==> src/rtl/systolic_mac_grid.sv <==
// Output-stationary ROWS x COLS systolic grid of DW-bit PEs with run-time ALU mode
// (wrap MAC, saturating MAC, max-plus, pass-through), streamed load and row-major readout.
module systolic_mac_grid #(
  parameter int ROWS  = 4,
  parameter int COLS  = 4,
  parameter int DW    = 8,
  parameter int ACC_W = 16
) (
  input  logic                 clk,
  input  logic                 rst_n,
  input  logic                 ena,
  input  logic                 start,
  input  logic [1:0]           mode,
  input  logic                 in_valid,
  input  logic                 in_last,
  input  logic [ROWS*DW-1:0]   a_in,
  input  logic [COLS*DW-1:0]   b_in,
  output logic                 in_ready,
  output logic                 busy,
  output logic                 out_valid,
  output logic [ACC_W-1:0]     out_data,
  output logic                 out_last,
  input  logic                 rd_en
);

  localparam int NW    = ROWS * COLS;
  localparam int CNT_W = $clog2(ROWS + COLS + 1);
  localparam int IDX_W = $clog2(NW + 1);

  localparam logic [1:0] M_WRAP = 2'b00;
  localparam logic [1:0] M_SAT  = 2'b01;
  localparam logic [1:0] M_TROP = 2'b10;

  typedef enum logic [1:0] {
    S_IDLE  = 2'b00,
    S_LOAD  = 2'b01,
    S_FLUSH = 2'b10,
    S_DRAIN = 2'b11
  } state_t;

  if (ACC_W < 2 * DW) begin : g_bad_acc_w
    $error("systolic_mac_grid: ACC_W must be >= 2*DW");
  end

  // Handshake rule: a load beat transfers on an ena cycle with in_ready && in_valid;
  // a result word transfers on an ena cycle with out_valid && rd_en.

  state_t                 state_q;
  state_t                 state_d;
  logic [1:0]             mode_q;
  logic [CNT_W-1:0]       cnt_q;
  logic [IDX_W-1:0]       idx_q;
  logic [ACC_W-1:0]       acc_q [NW];
  logic                   inject;
  logic                   clear;

  assign inject    = (state_q == S_LOAD) && in_valid;
  assign clear     = (state_q == S_IDLE) && start;
  assign in_ready  = (state_q == S_LOAD);
  assign busy      = (state_q != S_IDLE);
  assign out_valid = (state_q == S_DRAIN);
  assign out_last  = (state_q == S_DRAIN) && (idx_q == IDX_W'(NW - 1));

  function automatic logic [ACC_W-1:0] pe_op(
    input logic [1:0]       m,
    input logic [ACC_W-1:0] acc,
    input logic [DW-1:0]    a,
    input logic [DW-1:0]    b
  );
    logic [ACC_W-1:0] prod;
    logic [ACC_W:0]   sum;
    logic [DW:0]      ab;
    prod = ACC_W'(a) * ACC_W'(b);
    sum  = {1'b0, acc} + {1'b0, prod};
    ab   = {1'b0, a} + {1'b0, b};
    case (m)
      M_WRAP:  pe_op = sum[ACC_W-1:0];
      M_SAT:   pe_op = sum[ACC_W] ? {ACC_W{1'b1}} : sum[ACC_W-1:0];
      M_TROP:  pe_op = (ACC_W'(ab) > acc) ? ACC_W'(ab) : acc;
      default: pe_op = ACC_W'(a);
    endcase
  endfunction

  always_comb begin
    state_d = state_q;
    case (state_q)
      S_IDLE:  if (start) state_d = S_LOAD;
      S_LOAD:  if (in_valid && in_last) state_d = S_FLUSH;
      S_FLUSH: if (cnt_q == CNT_W'(ROWS + COLS - 1)) state_d = S_DRAIN;
      S_DRAIN: if (rd_en && out_last) state_d = S_IDLE;
      default: state_d = S_IDLE;
    endcase
  end

  always_ff @(posedge clk or negedge rst_n) begin
    if (!rst_n) begin
      state_q <= S_IDLE;
      mode_q  <= 2'b00;
      cnt_q   <= '0;
      idx_q   <= '0;
    end else if (ena) begin
      state_q <= state_d;
      if (clear) mode_q <= mode;
      if (state_q == S_FLUSH) cnt_q <= cnt_q + CNT_W'(1);
      else                    cnt_q <= '0;
      if (state_q != S_DRAIN || (rd_en && out_last)) idx_q <= '0;
      else if (rd_en)                                idx_q <= idx_q + IDX_W'(1);
    end
  end

  // Row r chain: first r stages are the skew, the next COLS stages feed PE(r,0..COLS-1).
  for (genvar gr = 0; gr < ROWS; gr++) begin : g_row
    localparam int LEN = gr + COLS;
    logic [DW-1:0] a_ch [LEN];
    logic          v_ch [LEN];
    always_ff @(posedge clk or negedge rst_n) begin
      if (!rst_n) begin
        for (int k = 0; k < LEN; k++) begin
          a_ch[k] <= '0;
          v_ch[k] <= 1'b0;
        end
      end else if (ena) begin
        a_ch[0] <= a_in[gr*DW +: DW];
        v_ch[0] <= inject;
        for (int k = 1; k < LEN; k++) begin
          a_ch[k] <= a_ch[k-1];
          v_ch[k] <= v_ch[k-1];
        end
      end
    end
  end

  for (genvar gc = 0; gc < COLS; gc++) begin : g_col
    localparam int LEN = gc + ROWS;
    logic [DW-1:0] b_ch [LEN];
    logic          v_ch [LEN];
    always_ff @(posedge clk or negedge rst_n) begin
      if (!rst_n) begin
        for (int k = 0; k < LEN; k++) begin
          b_ch[k] <= '0;
          v_ch[k] <= 1'b0;
        end
      end else if (ena) begin
        b_ch[0] <= b_in[gc*DW +: DW];
        v_ch[0] <= inject;
        for (int k = 1; k < LEN; k++) begin
          b_ch[k] <= b_ch[k-1];
          v_ch[k] <= v_ch[k-1];
        end
      end
    end
  end

  // Both operands of a beat reach PE(r,c) after r+c+1 registers, so the pair is aligned.
  for (genvar gr = 0; gr < ROWS; gr++) begin : g_pe_row
    for (genvar gc = 0; gc < COLS; gc++) begin : g_pe
      logic          pair_valid;
      logic [DW-1:0] a_op;
      logic [DW-1:0] b_op;
      assign pair_valid = g_row[gr].v_ch[gr+gc] && g_col[gc].v_ch[gc+gr];
      assign a_op       = g_row[gr].a_ch[gr+gc];
      assign b_op       = g_col[gc].b_ch[gc+gr];
      always_ff @(posedge clk or negedge rst_n) begin
        if (!rst_n) begin
          acc_q[gr*COLS+gc] <= '0;
        end else if (ena) begin
          if (clear)           acc_q[gr*COLS+gc] <= '0;
          else if (pair_valid) acc_q[gr*COLS+gc] <= pe_op(mode_q, acc_q[gr*COLS+gc], a_op, b_op);
        end
      end
    end
  end

  always_comb begin
    out_data = '0;
    if (state_q == S_DRAIN) begin
      for (int i = 0; i < NW; i++) begin
        if (idx_q == IDX_W'(i)) out_data = acc_q[i];
      end
    end
  end

endmodule

==> config.mk <==
export PLATFORM = sky130hd
export DESIGN_NAME = systolic_mac_grid
export DESIGN_NICKNAME = d
export VERILOG_FILES = /design/src/rtl/systolic_mac_grid.sv
export SDC_FILE = /design/constraint.sdc
export NUM_CORES = 2
export LEC_CHECK = 0
export BUFFER_PORTS_ARGS = -buffer_cell sky130_fd_sc_hd__buf_2
export CAP_MARGIN = 20
export CORE_MARGIN = 2
export CORE_UTILIZATION = 34
export DETAILED_ROUTE_END_ITERATION = 12
export MAX_ROUTING_LAYER = met4
export SLEW_MARGIN = 20
export SYNTH_ARGS = -nofsm -noshare
export SYNTH_HDL_FRONTEND = slang
export SYNTH_SLANG_ARGS = --single-unit
==> constraint.sdc <==
create_clock -name clk -period 5.1 [get_ports clk]
set_input_delay 0.51 -clock clk [delete_from_list [all_inputs] [get_ports clk]]
set_output_delay 0.51 -clock clk [all_outputs]
set_load 0.1 [all_outputs]
## After elaboration in Yosys (flattened, before gate mapping)

Index checks and enable logic that the tools add are counted.

| storage, ports and cells | value |
|---|---|
| memories | 0 |
| RAM bits | 0 |
| memory bits (read-only) | 0 |
| output and inout bits | 20 |
| bits in latches | 0 |
| bits in registers | 628 |

| cells by class | value |
|---|---|
| div/mod/pow operators | 0 |
| reductions and logical operators | 37 |
| bitwise gates (word level) | 0 |
| add/sub/neg operators | 34 |
| $mul | 16 |
| multiplexer cells | 105 |
| shift-type cells | 0 |
| equal/unequal tests | 42 |
| $lt $le $gt $ge | 16 |

Operator list:

| kind | number |
|---|---|
| $mux 16 | 81 |
| $pmux 16 s3 | 16 |
| $add 16x16->17 | 16 |
| $gt 9x16->1 | 16 |
| $mul 8x8->16 | 16 |
| $add 8x8->9 | 16 |
| $ne 3x3->1 const B | 16 |
| $reduce_and 3->1 | 16 |
| $eq 5x4->1 const B | 8 |
| $eq 5x3->1 const B | 4 |
| $reduce_bool 2->1 | 9 |
| $eq 5x2->1 const B | 2 |
| $mux 5 | 2 |
| $mux 2 | 4 |
| $pmux 2 s4 | 1 |
| $eq 2x2->1 const B | 3 |
| $ne 2x2->1 const B | 3 |
| $add 5x1->5 const B | 1 |
| $eq 5x1->1 const B | 1 |
| $logic_and 1x1->1 | 5 |
| $logic_not 5->1 | 1 |
| $reduce_and 5->1 | 1 |
| $add 4x1->4 const B | 1 |
| $eq 2x1->1 const B | 2 |
| 6 further kinds | 9 |

## Logic depth before layout (Yosys ltp)

| depth | value |
|---|---|
| depth in word-level cells | 18 |
| depth in mapped cells | 20 |
| mapped depth without buffers | 19 |

## Least setup slack after synthesis

Ideal clock, no wire load.

| path | value |
|---|---|
| path kind | register to register |
| start point | register g_col[0].b_ch (netlist bit g_pe_row[0].g_pe[0].b_op[1]) |
| end point | register acc_q[247] in the netlist's numbering |
| arrival | 4.966 ns |
| data required time | 5.008 ns |
| clock period less this slack | 5.058 ns |
| setup slack | 0.042 ns |
| path buffers | 2 |
| cell stages (with the launch flop) | 20 |
| cells stage by stage | dfrtp_1 > clkbuf_1 > nand2_1 > fa_1 > inv_1 > fa_1 > inv_1 > fa_1 > fa_1 > inv_1 > ha_1 > o21a_1 > a2111oi_4 > o221ai_2 > or4b_1 > a31oi_2 > or2_1 > buf_6 > nor2_2 > o31ai_2 |

| on the way | value |
|---|---|
| longest elaborated chain between the ends | 6 |
| elaborated cells between the ends (all ways) | 11 |

Ends and longest elaborated chain:

| item | line | RTL |
|---|---|---|
| start: declaration | 135 | `logic [DW-1:0] b_ch [LEN];` |
| start signal: indexed assignment | 147 | `b_ch[k] <= b_ch[k-1];` |
| $mul 8x8->16 | 73 | `prod = ACC_W'(a) * ACC_W'(b);` |
| $add 16x16->17 | 74 | `sum = {1'b0, acc} + {1'b0, prod};` |
| $mux 16 | 78 | `M_SAT: pe_op = sum[ACC_W] ? {ACC_W{1'b1}} : sum[ACC_W-1:0];` |
| $pmux 16 s3 | 76 | `case (m)` |
| $mux 16 | 168 | `else if (pair_valid) acc_q[gr*COLS+gc] <= pe_op(mode_q, acc_q[gr*COLS+gc], a_op, b_op);` |
| $mux 16 | 167 | `if (clear) acc_q[gr*COLS+gc] <= '0;` |
| end signal: indexed assignment | 168 |  |
| end: declaration | 53 | `logic [ACC_W-1:0] acc_q [NW];` |

Parallel ways exist; a longest one is shown, timed or not. The select of a mux whose other input is x is not followed.
A chain may end at the register's enable or synchronous reset.

## Worst setup path after layout

| path | value |
|---|---|
| start point | register idx_q[0] |
| end point | output out_data[11] |

| on the way | value |
|---|---|
| longest elaborated chain between the ends | 18 |
| elaborated cells between the ends (all ways) | 33 |

Ends and longest elaborated chain:

| item | line | RTL |
|---|---|---|
| start: declaration | 52 | `logic [IDX_W-1:0] idx_q;` |
| start signal: assignment | 107 | `else if (rd_en) idx_q <= idx_q + IDX_W'(1);` |
| $logic_not 5->1 | 178 | `if (idx_q == IDX_W'(i)) out_data = acc_q[i];` |
| $mux 16 (15 in a row) | 178 |  |
| $mux 16 (*) | 178 |  |
| $mux 16 (*) | 176 | `if (state_q == S_DRAIN) begin` |
| end: declaration | 21 | `output logic [ACC_W-1:0] out_data,` |

Mark *: on every way between the ends. The rest lies on a longest branch, timed or not.

==> impl_metrics.ini <==
[logic_synthesis]
synthFlopType = dfrtp_1
synth_seq_cells = 628
synth_top_cell_area_share_pct = 21.47
ys_top_cells_by_count = inv_1 (1678), ha_1 (859), fa_1 (832)
synth.distinct_cells = 86
ys_top_cells_by_area = fa_1 (21%), dfrtp_1 (20%), ha_1 (14%)
synth_area_um2 = 77560
async_flop_share_pct = 100.0
synth_nets = 10330
ys.warnings.count = 0
yosysSeqAreaShare_pct = 20.26
synth_largest_area_cell = fa_1
syn_area_per_cell_um2 = 9.051
synthCells = 8570
synth.most_common_cell = inv_1
synth-edff-count = 0

[placement]
dp_hpwl_um = 207400
io_buffers = 92
place_ws_ns = -0.1767
dpl.cell_count = 11990
gp_congestion = 0.9817

[global_route]
grt_overflow = 0
grt_pass1_wl_um = 399700
grt_max_degree = 166
antenna_found_initial = 8
track_usage_pct = 22.93
first_global_vias = 66580

[sta]
slew_viol_final = 0
timing.final.crit_share_pct = 98.93
period_needed_ns = 5.046
maxSlewHeadroom_pct = 22.92
max_freq_mhz = 198.2
rsz0062_at_grt = true
hold_violations = 0
worst_slack_ns = 0.05436
worst_clock_skew_ns = 0.03820
worstMarginPinSlew_ns = 1.152
setup_viol = 0

[finish]
drive_gt1_share_pct = 18.22
final_nets = 10940
utilization_pct = 40.19
fin_cells = 12260
area_growth_pct = 17.65

[route]
antenna_left = 0
drt-total-wl_um = 258800
wl_per_cell_um = 21.10
drc = 0
vias = 64340
dr.pass1.iters = 7
via_per_inst = 5.247
drtIter0Drc = 4795

[clocking]
cts_max_level = 3
clock_path_buffers = 3
clk_pin_slew_ns = 0.06
cts_tree = yes
clock-sinks = 628
clkLatencyLatePin_ns = 0.74
cts_root_buf = clkbuf_16
cts_made_buffers = 85

[floorplan]
start_util_pct = 34.16
rows = 175
dieHeight_um = 481.6
core_um2 = 227100
io_pins = 93
die-area_um2 = 232000
die-width_um = 481.6

[hold_path]
hp-class = input port to register

[critical_path]
slowest_stage = o21ai_0
worst-setup-path-type = register to output port
worstPathRequired_ns = 4.59
cp-end-kind = output port
start_kind = register
critPathMaxStageDelay_ns = 0.51
critPathArrivalTime_ns = 4.54
crit_chain = inv_1, ha_1, nor2b_1, buf_4, a221o_1, a221oi_1, nor2_1, o22ai_1, o21ai_0, o211ai_1, a21oi_1, clkbuf_4
cp_max_fo = 18

[run]
drv_cap = 0

[outcome]
outcome = completed
==> placed cells by master (no fill, tap or decap), types with 26 or more instances in the layout <==
cell / instances
and3_1: 32
dlygate4sd3_1: 61
mux2_2: 362
nor4_1: 30
and2_1: 485
o22ai_1: 43
o31ai_1: 41
buf_2: 77
fa_1: 828
buf_4: 669
a211oi_1: 73
dfrtp_2: 120
nand2b_1: 44
inv_1: 1676
nor2b_1: 34
nand2_1: 807
mux2i_1: 43
xnor2_1: 132
a31oi_1: 37
o21ai_0: 256
nand4_1: 28
o221ai_1: 37
nor3_1: 93
dfrtp_1: 506
o21bai_1: 27
nor2_1: 313
a21oi_1: 328
a221oi_1: 35
nand3_1: 76
a21o_1: 131
o21ai_1: 26
o211ai_1: 89
xor2_1: 94
o21a_1: 52
ha_1: 826
clkbuf_16: 88
==> critical path, delay by kind of cell (launching register included) <==
kind | cells | cell delay [ns]
compound gates | 6 | 1.73
fa+ha+maj | 1 | 0.40
buf+inv | 3 | 0.77
flops | 1 | 0.42
simple gates | 2 | 0.51
==> registers in the layout, summed over array words and instances (netlist names) <==
register and flops:
mode_q 2, g_pe_row.g_pe.a_op 128, cnt_q 4, g_pe_row.g_pe.b_op 128, acc_q 256, g_row.a_ch 48
g_col.b_ch 48, g_col.v_ch 7, idx_q 5, state_q 2
==> cells by family after synthesis <==
logic type | count (synthesis) | share of synthesized area (%)
buf+inv | 2020 | 9.792
xor+xnor | 228 | 2.575
flops | 628 | 20.26
compound gates | 1517 | 13.26
mux | 408 | 5.849
fa+ha+maj | 1691 | 35.33
simple gates | 2078 | 12.93
==> metal layers <==
layer / GRT usage, % / share of wire (%) / up-vias
met4: 7.611 / 4.0 / 0
met5: - / 0 / -
met3: 2.758 / 5.9 / 453
met2: 37.11 / 47 / 1945
met1: 29.74 / 43 / 32540
li1: - / - / 29410
==> path summary, 6_finish.rpt <==
check	from	end	slack [ns]	cells after the start
max in group asynchronous	rst_n	g_pe_row[3].g_pe[3].a_op[3]$_DFFE_PN0P_	3.40	3
worst min register to register	acc_q[23]$_DFFE_PN0P_	acc_q[23]$_DFFE_PN0P_	0.48	2
worst min-delay path	a_in[3]	g_pe_row[0].g_pe[0].a_op[3]$_DFFE_PN0P_	0.05	2
worst max-delay path	idx_q[0]$_DFFE_PN0P_	out_data[11]	0.05	12
min in group asynchronous	rst_n	g_row[1].a_ch[33]$_DFFE_PN0P_	0.36	2
worst max register to register	g_pe_row[3].g_pe[3].a_op[4]$_DFFE_PN0P_	acc_q[11]$_DFFE_PN0P_	0.13	20
==> stage by stage <==
stage	cell area, um2	TNS, ns	hold WS, ns
after CTS	89620	0	0.00004696
final	91250	0	0.05345
after floorplan	77560	0	0.2144
after detailed placement	85850	-6.170	0.4595
after global routing	91250	-0.9426	0.03256
after global placement	85850	-2.051	0.4534
==> cell type report <==
class	count	area, um2
fill	22460	135800
multi-input combinational	5923	55420
sequential	628	15870
timing repair buffer	863	6860
inverter	1679	6306
tap	3009	3765
clock buffer	103	2298
clock inverter	54	715.7
antenna	4	10.01
==> timing repair <==
item | in CTS | in global routing
gates cloned | 0 | 3
hold endpoints to repair | 129 | 0
resized for setup | 44 | 344
pin swaps | 4 | 77
setup buffers | 3 | 51
setup endpoints to repair | 101 | 249
hold buffers | 61 | 0
Power is not shown: default switching activity piles up to over one toggle a cycle in this logic, so the estimate is an artifact.
